[config.mk]
export PLATFORM = sky130hd
export DESIGN_NAME = neuron_accumulator
export DESIGN_NICKNAME = d
export VERILOG_FILES = /design/src/rtl/neuron_accumulator.sv
export SDC_FILE = /design/constraint.sdc
export NUM_CORES = 1
export LEC_CHECK = 0
export CAP_MARGIN = 20
export CELL_PAD_IN_SITES_DETAIL_PLACEMENT = 1
export CELL_PAD_IN_SITES_GLOBAL_PLACEMENT = 1
export CORE_ASPECT_RATIO = 0.5
export CORE_MARGIN = 5
export CORE_UTILIZATION = 43
export DETAILED_ROUTE_END_ITERATION = 12
export PLACE_DENSITY_LB_ADDON = 0.1
export SLEW_MARGIN = 20
export SYNTH_ARGS = -nofsm -noshare
export SYNTH_HDL_FRONTEND = slang
export SYNTH_SLANG_ARGS = --single-unit
export TNS_END_PERCENT = 10
[constraint.sdc]
create_clock -name clk -period 5.1 [get_ports clk]
set_input_delay 1.02 -clock clk [delete_from_list [all_inputs] [get_ports clk]]
set_output_delay 1.02 -clock clk [all_outputs]
set_load 0.02 [all_outputs]
[src/rtl/neuron_accumulator.sv]
// Neuron accumulator: bias plus N_TERMS streamed Q2.2 products, saturated to a Q2.2 result.
// Define NEURON_ACC_RELU_EN to clamp negative saturated results to zero (ReLU).
module neuron_accumulator #(
    parameter int unsigned N_TERMS = 16,
    parameter int unsigned ACC_W   = 12
) (
    input  logic       clk,
    input  logic       rst_n,
    input  logic       start,
    input  logic [3:0] bias,
    input  logic       prod_valid,
    input  logic [3:0] prod,
    output logic       prod_ready,
    output logic       out_valid,
    input  logic       out_ready,
    output logic [3:0] out_data,
    output logic       busy
);

    localparam int unsigned CNT_W = (N_TERMS > 1) ? $clog2(N_TERMS) : 1;
    localparam logic [CNT_W-1:0] LAST_IDX = CNT_W'(N_TERMS - 1);

    localparam logic [1:0] IDLE  = 2'd0;
    localparam logic [1:0] ACCUM = 2'd1;
    localparam logic [1:0] DONE  = 2'd2;

    logic [1:0]       state_q, state_d;
    logic [ACC_W-1:0] acc_q, acc_d;
    logic [CNT_W-1:0] count_q, count_d;
    logic [3:0]       out_data_q, out_data_d;

    logic             xfer;
    logic [ACC_W-1:0] sum;
    logic [ACC_W-4:0] sum_hi;
    logic             sum_ovf;
    logic [3:0]       sat_val;
    logic [3:0]       result;

    assign xfer = prod_valid && (state_q == ACCUM);
    assign sum  = acc_q + {{(ACC_W-4){prod[3]}}, prod};

    // The sum fits in 4 bits only when bits [ACC_W-1:3] are all copies of the sign.
    assign sum_hi  = sum[ACC_W-1:3];
    assign sum_ovf = !((&sum_hi) || (~|sum_hi));
    assign sat_val = sum_ovf ? (sum[ACC_W-1] ? 4'h8 : 4'h7) : sum[3:0];

`ifdef NEURON_ACC_RELU_EN
    assign result = sat_val[3] ? 4'h0 : sat_val;
`else
    assign result = sat_val;
`endif

    always_comb begin
        state_d    = state_q;
        acc_d      = acc_q;
        count_d    = count_q;
        out_data_d = out_data_q;
        case (state_q)
            IDLE: begin
                if (start) begin
                    acc_d   = {{(ACC_W-4){bias[3]}}, bias};
                    count_d = '0;
                    state_d = ACCUM;
                end
            end
            ACCUM: begin
                if (xfer) begin
                    acc_d   = sum;
                    count_d = count_q + CNT_W'(1);
                    if (count_q == LAST_IDX) begin
                        out_data_d = result;
                        state_d    = DONE;
                    end
                end
            end
            DONE: begin
                if (out_ready) begin
                    state_d = IDLE;
                end
            end
            default: state_d = IDLE;
        endcase
    end

    always_ff @(posedge clk or negedge rst_n) begin
        if (!rst_n) begin
            state_q    <= IDLE;
            acc_q      <= '0;
            count_q    <= '0;
            out_data_q <= 4'h0;
        end else begin
            state_q    <= state_d;
            acc_q      <= acc_d;
            count_q    <= count_d;
            out_data_q <= out_data_d;
        end
    end

    assign prod_ready = (state_q == ACCUM);
    assign out_valid  = (state_q == DONE);
    assign busy       = (state_q != IDLE);
    assign out_data   = out_data_q;

endmodule

==> run_results.csv <==
group,metric,value,unit
floorplanning,core,3960,µm²
critical_path,crit_path_start_kind,"primary input",
critical_path,path_buf_inv,1,
place,dp_slack,0.984,ns
sta,fmax,260,MHz
min_path,hold_start,"acc_q[8]",
critical_path,worstPathMaxFanout,11,
critical_path,cp.arrival,4.01,ns
clock_network,clk_pin_slew,0.08,ns
status,status,"completed",
cells_and_area,fin_util,52.9,%
clock_network,clockBufferDepth,2,
synth,synth_edf_count,0,
synth,syn_avg_cell_area,8.62,µm²
detailed_routing,drt_wl_total,4960,µm
grt,antenna_found_initial,0,
critical_path,slowest_delay,0.64,ns
clock_network,postCtsSetupRepairBufs,0,
sta,slew_violations,0,
floorplanning,start_util,45.5,%
clock_network,cts_root_buf,"clkbuf_8",
critical_path,r2r_start,"acc_q[0]",
floorplanning,dieArea,5660,µm²
sta,finalHoldViolations,0,
clock_network,ctsHoldBuffers,0,
detailed_routing,drc,0,
detailed_routing,firstDrtPassIters,4,
pwr,vdd_drop_max,0.000296,V
critical_path,reg2reg_depth,10,
synth,ys_seq_area_share,30.6,%
detailed_routing,routed-wl-met3,140,µm
detailed_routing,wl_met2,2200,µm
sta,min_period,3.85,ns
synth,ys_types,52,
grt,grt_pass1_wl,8540,µm
synth,ys_ff_latch,22,
clock_network,cts_tree,"done",
min_path,min_path_type,"reg -> reg",
clock_network,cts_inserted_buffers,3,
clock_network,clkLatencyLatePin,0.26,ns
sta,fin_skew,0.00402,ns
grt,overflow,0,
grt,grt_pass1_vias,1735,
job,cap_violations,0,
detailed_routing,routed_via_density,5.93,
sta,max-slew-margin-rel,37.0,%
detailed_routing,wl_per_cell,17.7,µm
sta,period_share,75.4,%
min_path,hold_depth,2,
detailed_routing,drt_iter0_drc,39,
synth,synthesis.area,1800,µm²
cells_and_area,final_common_cell,"nand2_1",
floorplanning,pin_count,20,
grt,track_usage,18.4,%
floorplanning,placementRows,16,
sta,finalSetupViolations,0,
pwr,p_leak,0.871,nW
clock_network,cts_resized,0,
sta,fin_ws,1.25,ns
critical_path,path_depth,9,
cells_and_area,syn_to_final_growth,16.5,%
critical_path,critPathSlowestCell,"clkdlybuf4s50_1",
cells_and_area,mostFrequentLayoutCells,"26 x nand2_1, 22 x dfrtp_1, 18 x clkdlybuf4s50_1",
cells_and_area,nets,253,
sta,setup_tns,0,ns
critical_path,cp_cell_sequence,"clkdlybuf4s50_1 -> ha_1 -> nand3_1 -> and3_1 -> a21oi_1 -> o311ai_2 -> nor3b_1 -> nand4_1 -> a311oi_1",
place,hpwl,4040,µm
synth,synth_nets,235,
clock_network,clock_sinks,22,
grt,grt_max_degree,23,
clock_network,h-tree-depth,1,
detailed_routing,route.vias.total,1660,
synth,synthCells,209,
detailed_routing,antenna_left,0,
floorplanning,dieHeight,55.8,µm
critical_path,critPathLaunch,"prod[3]",
place,io_buffers,19,
synth,synthArstFlopShare,100,%
critical_path,crit_family,"compound AO/OA/AOI/OAI gates",
sta,grt_setup_unrepaired,"no",
critical_path,crit_path_end_kind,"flip-flop",
critical_path,critPathRequiredTime,5.26,ns
place,placed_cells,276,
detailed_routing,top_layer,"met4",
cells_and_area,fin_cells,280,
synth,yosys_warnings,0,
detailed_routing,wl_met1,2590,µm
floorplanning,dieWidth,102,µm
cells_and_area,antenna_cells,0,
cells_and_area,drive_gt1_share,8.41,%
critical_path,worstSetupPathType,"in -> reg",
place,place_congestion,0.817,
sta,worst_pin_slew,0.945,ns
synth,synth-main-ff-cell,"dfrtp_1",
pwr,power_density,669,nW/µm²
-- flip-flops by register name, indices dropped and copies added (netlist names) --
signal	cells
acc_q	12
count_q	4
out_data	4
state_q	2
-- path summary, 6_finish.rpt --
path                                to  slack (ns)
min in group asynchronous     acc_q[1]        0.72
hold / removal                acc_q[8]        0.48
setup / recovery           out_data[2]        1.25
max in group asynchronous     acc_q[7]        4.03
setup reg to reg           out_data[2]        2.20
hold reg to reg               acc_q[8]        0.48
-- area by class of cell --
type,count,area (µm²)
Clock buffer,3,41.3
Clock inverter,1,30.0
Fill cell,466,1870
Inverter,11,41.3
Multi-Input combinational cell,170,1180
Sequential cell,22,551
Tap cell,54,67.6
Timing Repair Buffer,19,185
-- report_power, final --
part	internal [mW]	leakage (nW)	total, mW	switching (mW)
sequential	0.250	0.268	0.311	0.0605
clock	0.105	0.0357	0.164	0.0588
combinational	0.365	0.566	0.930	0.565
-- cell usage after synthesis (all sizes together), types with 2 or more instances --
cell type,instances,area (µm²)
clkbuf,4,15.0
nor4,2,18.8
and2,2,12.5
o211a,2,20.0
xor2,5,43.8
a2111oi,2,55.1
a31oi,3,18.8
nand3,4,20.0
nand2,26,97.6
xnor2,4,35.0
buf,2,12.5
a21oi,18,97.6
a311oi,2,17.5
or2,2,12.5
dfrtp,22,551
nor2,14,55.1
a211oi,6,50.1
or3,2,18.8
ha,12,150
nor3b,3,22.5
o21ai,16,80.1
inv,10,37.5
and3,3,18.8
o2111ai,2,17.5
nand2b,4,25.0
o211ai,4,30.0
o21a,6,45.0
nand4,3,18.8
nor3,9,45.0
-- kinds of logic after synthesis --
| logic type | count (synthesis) | synth area share, % |
|---|---|---|
| DFF | 22 | 30.6 |
| AOI/OAI and AO/OA | 72 | 30.3 |
| xor gates and xnor gates | 9 | 4.37 |
| adders and majority gates | 13 | 9.44 |
| buffers and inverters | 17 | 3.82 |
| and+or+nand+nor | 76 | 21.5 |
-- layer usage --
layer	vias to the layer above	GRT usage [%]
li1	822	-
met1	812	27.3
met2	22	28.2
met3	4	3.75
met4	0	1.89
met5	-	0
-- metrics by stage --
stage	hold WS [ns]	instance area, µm²	total power [mW]
floorplan	0.443	1800	1.00
global placement	0.473	2030	1.20
detailed placement	0.468	2030	1.24
CTS	0.488	2100	1.41
global route	0.512	2100	1.53
finish	0.476	2100	1.40
-- worst min-delay path: stages, from the launching register on --
cell and delay [ns]:
dfrtp_1 0.35, nand2_1 0.05, nand2_1 0.05
Power figures use the tool's default switching activity.
